[config.mk]
export PLATFORM = sky130hd
export DESIGN_NAME = i2c_reg_bank
export DESIGN_NICKNAME = d
export VERILOG_FILES = /design/src/rtl/i2c_reg_bank.sv
export SDC_FILE = /design/constraint.sdc
export NUM_CORES = 1
export LEC_CHECK = 0
export ABC_AREA = 1
export CORE_ASPECT_RATIO = 0.6
export CORE_UTILIZATION = 25
export CTS_BUF_LIST = sky130_fd_sc_hd__clkbuf_2 sky130_fd_sc_hd__clkbuf_4 sky130_fd_sc_hd__clkbuf_8
export CTS_CLUSTER_SIZE = 25
export DETAILED_ROUTE_END_ITERATION = 7
export GPL_ROUTABILITY_DRIVEN = 1
export MAX_ROUTING_LAYER = met4
export PLACE_DENSITY = 0.47
export SLEW_MARGIN = 15
export SYNTH_ARGS = -nofsm -noshare
export SYNTH_HDL_FRONTEND = slang
export SYNTH_SLANG_ARGS = --single-unit
[constraint.sdc]
create_clock -name clk -period 11.07 [get_ports clk]
set_clock_uncertainty 0.1 [all_clocks]
set_input_delay 1.6605 -clock clk [delete_from_list [all_inputs] [get_ports clk]]
set_output_delay 1.6605 -clock clk [all_outputs]
set_load 0.01 [all_outputs]
[src/rtl/i2c_reg_bank.sv]
// i2c_reg_bank: byte-wide config register file behind the I2C slave.
// Holds the control, sticky IRQ, trigger period (shadowed commit) and timestamp snapshot registers.
module i2c_reg_bank #(
  parameter logic [7:0]  DEVICE_ID    = 8'hC5,
  parameter logic [7:0]  VERSION      = 8'h01,
  parameter logic [31:0] PERIOD_RESET = 32'd1000000
) (
  input  logic        clk,
  input  logic        rst,
  input  logic [7:0]  reg_addr,
  input  logic [7:0]  reg_wdata,
  input  logic        reg_wr_en,
  input  logic        reg_rd_en,
  output logic [7:0]  reg_rdata,
  input  logic [7:0]  status_in,
  input  logic [7:0]  event_in,
  input  logic [31:0] ts_count,
  output logic        ctrl_enable,
  output logic [1:0]  ctrl_mode,
  output logic [31:0] trig_period,
  output logic        trig_period_upd,
  output logic [31:0] ts_snapshot,
  output logic        irq
);
  logic [7:0]  r_rdata;
  logic        r_ctrl_enable;
  logic [1:0]  r_ctrl_mode;
  logic [7:0]  r_irq_stat;
  logic [7:0]  r_irq_mask;
  logic [7:0]  r_scratch;
  logic [23:0] r_shadow;
  logic [31:0] r_trig_period;
  logic        r_trig_period_upd;
  logic [31:0] r_ts_snapshot;
  logic        r_irq;
  logic [7:0]  w_rdata;
  logic [15:0] w_we;
  logic [7:0]  w_clr;
  logic        w_unused;
  assign w_unused = reg_rd_en;
  // one-hot write enable over the 16 low addresses; anything above 0x0F decodes to nothing
  assign w_we  = (reg_wr_en && reg_addr[7:4] == 4'h0) ? (16'd1 << reg_addr[3:0]) : 16'd0;
  assign w_clr = w_we[4] ? reg_wdata : 8'h00;
  always_comb begin
    w_rdata = 8'h00;
    case (reg_addr)
      8'h00: w_rdata = DEVICE_ID;
      8'h01: w_rdata = VERSION;
      8'h02: w_rdata = {4'h0, r_ctrl_mode, 1'b0, r_ctrl_enable};
      8'h03: w_rdata = status_in;
      8'h04: w_rdata = r_irq_stat;
      8'h05: w_rdata = r_irq_mask;
      8'h06: w_rdata = r_trig_period[7:0];
      8'h07: w_rdata = r_trig_period[15:8];
      8'h08: w_rdata = r_trig_period[23:16];
      8'h09: w_rdata = r_trig_period[31:24];
      8'h0A: w_rdata = r_ts_snapshot[7:0];
      8'h0B: w_rdata = r_ts_snapshot[15:8];
      8'h0C: w_rdata = r_ts_snapshot[23:16];
      8'h0D: w_rdata = r_ts_snapshot[31:24];
      8'h0E: w_rdata = r_scratch;
      default: w_rdata = 8'h00;
    endcase
  end
  always_ff @(posedge clk or posedge rst) begin
    if (rst) begin
      r_rdata           <= 8'h00;
      r_ctrl_enable     <= 1'b0;
      r_ctrl_mode       <= 2'b00;
      r_irq_stat        <= 8'h00;
      r_irq_mask        <= 8'h00;
      r_scratch         <= 8'h00;
      r_shadow          <= 24'h0;
      r_trig_period     <= PERIOD_RESET;
      r_trig_period_upd <= 1'b0;
      r_ts_snapshot     <= 32'h0;
      r_irq             <= 1'b0;
    end else begin
      r_rdata           <= w_rdata;
      r_trig_period_upd <= w_we[9];
      r_irq_stat        <= (r_irq_stat & ~w_clr) | event_in;
      r_irq             <= |(r_irq_stat & r_irq_mask);
      if (w_we[2]) begin
        r_ctrl_enable <= reg_wdata[0];
        r_ctrl_mode   <= reg_wdata[3:2];
        if (reg_wdata[1]) r_ts_snapshot <= ts_count;
      end
      if (w_we[5]) r_irq_mask <= reg_wdata;
      if (w_we[6]) r_shadow[7:0] <= reg_wdata;
      if (w_we[7]) r_shadow[15:8] <= reg_wdata;
      if (w_we[8]) r_shadow[23:16] <= reg_wdata;
      if (w_we[9]) r_trig_period <= {reg_wdata, r_shadow};
      if (w_we[14]) r_scratch <= reg_wdata;
    end
  end
  assign reg_rdata       = r_rdata;
  assign ctrl_enable     = r_ctrl_enable;
  assign ctrl_mode       = r_ctrl_mode;
  assign trig_period     = r_trig_period;
  assign trig_period_upd = r_trig_period_upd;
  assign ts_snapshot     = r_ts_snapshot;
  assign irq             = r_irq;
endmodule
[Word level (Yosys, flattened, before mapping)]
Index checks and enable logic that the tools add are counted.
Word-level totals
  flip-flop bits (word level): 125
  bits of input ports: 68
  output and inout port bits: 77
Operators by class
  equal/unequal tests: 14
  shift operators: 1
  mux-type cells: 3
  bitwise operators: 4
  reduce and logical (&&, ||, !) cells: 5
Operators by type and width (count)
  8-bit case mux with 15 select lines: 1
  8-bit by 4-bit equality test with 1-bit output, second input constant: 7
  8-bit by 3-bit equality test with 1-bit output, second input constant: 4
  8-bit bitwise AND: 2
  8-bit by 2-bit equality test with 1-bit output, second input constant: 2
  15-bit two-way mux: 1
  1-bit by 4-bit << shifter with 15-bit output, first input constant: 1
  8-bit by 1-bit equality test with 1-bit output, second input constant: 1
  8-bit zero test: 1
  8-bit two-way mux: 1
  8-bit inverter: 1
  8-bit OR: 1
  8-bit OR reduction: 1
  4-bit zero test: 1
  2-bit AND reduction: 1
  1-bit logical AND: 1

[Logic depth before layout (Yosys ltp)]
  depth in word-level cells: 7
  depth in mapped cells: 10

[Worst setup path after synthesis]
OpenSTA, ideal clock, no wires.
  path type: input to register
  from: in reg_addr[7]
  to: reg r_shadow[0]
  arrival: 2585 ps
  path slack: 8259 ps
  stages on the path: 6
  buffers on the path: 2
  cells stage by stage: nor2_2 -> nand2_2 -> buf_6 -> nor3_4 -> buf_2 -> o21ai_0
On the way
  cells in the longest elaborated chain, start to end: 3
RTL lines
  start: declaration: RTL line 10  | input logic [7:0] reg_addr,
  4-bit zero test: RTL line 42  | assign w_we = (reg_wr_en && reg_addr[7:4] == 4'h0) ? (16'd1 << reg_addr[3:0]) : 16'd0;
  1-bit logical AND: RTL line 42
  15-bit two-way mux: RTL line 42
  end signal: assignment: RTL line 89  | if (w_we[6]) r_shadow[7:0] <= reg_wdata;
  end: declaration: RTL line 31  | logic [23:0] r_shadow;
No other way between the ends.
A chain may end at the register's enable or synchronous reset.

[Worst setup path after layout]
  from: in reg_addr[5]
  to: reg r_ts_snapshot[17], in the netlist ts_snapshot[17]
On the way
  cells in the longest elaborated chain, start to end: 4
RTL lines
  4-bit zero test: RTL line 42
  1-bit logical AND: RTL line 42
  15-bit two-way mux: RTL line 42
  2-bit AND reduction (no source line)
  end signal: assignment: RTL line 86  | if (reg_wdata[1]) r_ts_snapshot <= ts_count;
  end: declaration: RTL line 34  | logic [31:0] r_ts_snapshot;
No other way between the ends.

==> impl_metrics.py <==
metrics = {
    "sta": {
        "worstMarginPinSlew_ns": 0.9295,
        "finalHoldViolCount": 0,
        "slew_headroom": 0.3803,
        "fin_crit_sh": 0.3434,
        "rsz0062_at_grt": "false",
        "period_minus_slack_ns": 3.802,
        "setup_viol": 0,
        "final_max_slew_viol_count": 0,
        "setup_tns_ns": 0,
        "fmax_ghz": 0.2630,
    },
    "clock_tree": {
        "clock_sinks": 125,
        "clk_latency_ns": 0.45,
        "path_clk_slew_ns": 0.08,
        "cts_hold_buf": 0,
        "clock_path_buffers": 2,
        "ctsHtreeMaxLevel": 4,
        "cts-root-buf": "clkbuf_8",
        "cts_inserted_buffers": 17,
        "post_cts_buffers": 0,
        "cts_tree": "built",
        "postCtsResizedCells": 0,
    },
    "place": {
        "port_buffers": 143,
        "dp_cells": 1160,
        "gp_congestion": 0.8756,
        "hpwl_um": 15240,
    },
    "grt": {
        "grt_pass1_wl_um": 30100,
        "overflow": 0,
        "grt_pass1_vias": 4893,
        "grt_use_total": 0.1781,
        "antenna_found_initial": 0,
        "grt_max_degree": 73,
    },
    "critical_path": {
        "path_class": "in2reg",
        "ff2ff_setup_slack_ns": 9.79,
        "worst-r2r-cell-count": 4,
        "r2r-start": "trig_period[4]",
        "worstPathMaxFanout": 64,
        "crit_required_ns": 11.32,
        "r2r-end": "reg_rdata[4]",
        "critical_path_arrival_ns": 4.05,
        "crit_path_end_kind": "register",
        "startpoint_type": "input pin",
    },
    "finish": {
        "finalNonFillerCells": 1192,
        "final_cell_mix": "nand2_1, clkdlybuf4s50_1, dfrtp_1",
        "drive_gt1_frac": 0.07466,
        "final_common_cell": "nand2_1",
        "area_growth_pct": 34.93,
        "layout.nets": 939,
        "nFillCells": 2423,
        "antennaDiodeCount": 0,
    },
    "synthesis": {
        "synth_warnings": 0,
        "synth_top_cell_area_share": 0.5033,
        "synth_area_leaders": "dfrtp_1, nand2_1, inv_1, o21ai_0, nand3_1",
        "ys_seq_area_frac": 0.5347,
        "synthCells": 730,
        "synth_seq_cells": 125,
        "syn_nets": 798,
        "synth_cell_type_count": 24,
        "avgSynthCellArea_um2": 8.037,
        "synth.largest_area_cell": "dfrtp_1",
        "syn_area_mm2": 0.005867,
    },
    "power": {
        "power_density_mw_per_mm2": 127.5,
        "switchingPower_w": 0.0002823,
        "power_leakage_nw": 3.763,
        "sw_frac_of_total": 0.2797,
        "comb_power_share": 0.119,
        "vdd_ir_drop_max_v": 0.00006508,
        "share_seq_of_total_power": 0.496,
        "clkPwrFrac": 0.385,
        "internal-power_w": 0.0007271,
    },
    "detailed_routing": {
        "drt_first_pass_iters": 4,
        "routed_via_density": 4.329,
        "wl_per_cell_um": 16.88,
        "m1WireLength_um": 11130,
        "wl_met2_um": 7693,
        "top_layer": "met4",
        "drt_iter0_drc": 366,
        "drt_wl_total_um": 20120,
        "post-route-drc-count": 0,
        "vias": 5160,
        "route.met3.wl_um": 1190,
        "detail-route-antenna-nets": 0,
    },
    "floorplan": {
        "fp.coreArea_mm2": 0.02254,
        "initial_core_util": 0.2602,
        "rows": 42,
        "die_width_um": 199.8,
        "die_h_um": 120.7,
        "ios": 145,
        "die-area_mm2": 0.02410,
    },
    "min_path": {
        "hold_depth": 2,
        "hold_path_class": "reg2reg",
        "hold_end": "trig_period[6]",
        "worstHoldStart": "r_shadow[6]",
    },
    "flow_run": {
        "maxCapViolations": 0,
    },
    "outcome": {
        "outcome": "finished clean",
    },
}
-- metal layers --
metal	up-vias	track usage
met2	156	0.2227
met4	0	0.04294
met3	11	0.02901
met5	-	-
met1	2404	0.2859
li1	2589	-
-- stage by stage --
step                        util  area (um2)  hold WS (ns)  setup slack (ns)  total power [W]
after floorplan                -        5867        0.3534             5.994        0.0005532
after global placement    0.3346        7542        0.3665             6.861        0.0006303
after detailed placement  0.3346        7542        0.3738             6.800        0.0006309
after CTS                 0.3511        7916        0.3789             7.264         0.001022
after global routing      0.3511        7916        0.4083             7.022         0.001052
final                     0.3511        7916        0.3873             7.268         0.001009
-- how the worst max path moves through the flow --
stage                     slack [ns]        start              end
after CTS                       7.26  reg_addr[4]  ts_snapshot[17]
final                           7.27  reg_addr[5]  ts_snapshot[17]
after detailed placement        6.80  reg_addr[4]  ts_snapshot[17]
after global placement          6.86  reg_addr[4]  ts_snapshot[28]
after floorplan                 5.99          rst      ctrl_enable
after global routing            7.02  reg_addr[4]  ts_snapshot[22]
-- cell type report --
class,count,area (um2),share of cell area
clock buffers,19,255.2,0.03224
clock inverters,13,118.9,0.01502
inverters,101,384.1,0.04852
multi-input cells,480,2182,0.2756
flip-flops and latches,125,3137,0.3962
well taps,308,385.4,0.04868
repair buffers,146,1454,0.1837
-- worst max-delay path, stage by stage --
cell and delay [ns]:
clkdlybuf4s50_1 0.45, inv_1 0.07, nand2_1 0.07, nor2_4 0.11, buf_4 0.48, nand4_4 0.74, o21ai_0 0.42
-- power groups by stage --
stage	Clock (W)	Combinational [W]	Sequential [W]
5_1_grt	0.000415	0.000133	0.000504
6_report	0.000389	0.000120	0.000501
3_5_place_dp	0	0.000121	0.000510
4_1_cts	0.000399	0.000122	0.000501
3_3_place_gp	0	0.000120	0.000510
2_1_floorplan	0	0.0000428	0.000510
-- flip-flops by register name, indices dropped and copies added, names as in the netlist --
name and flops:
ctrl_enable 1, ctrl_mode 2, irq 1, r_irq_mask 8, r_irq_stat 8, r_scratch 8
r_shadow 24, reg_rdata 8, trig_period 32, trig_period_upd 1, ts_snapshot 32
-- cells by family after synthesis --
kind of cell | synth area share
compound gates | 0.1045
buf+inv | 0.09341
flops | 0.5347
simple gates | 0.2674
-- cell usage after synthesis (all sizes together) --
library cell,count
a21oi,9
a221oi,2
buf,16
clkbuf,8
dfrtp,118
dfstp,7
inv,101
nand2,240
nand3,59
nand4,3
nor2,51
nor3,8
nor4,1
o21ai,107
No activity file was read; power rests on OpenSTA's default activity.
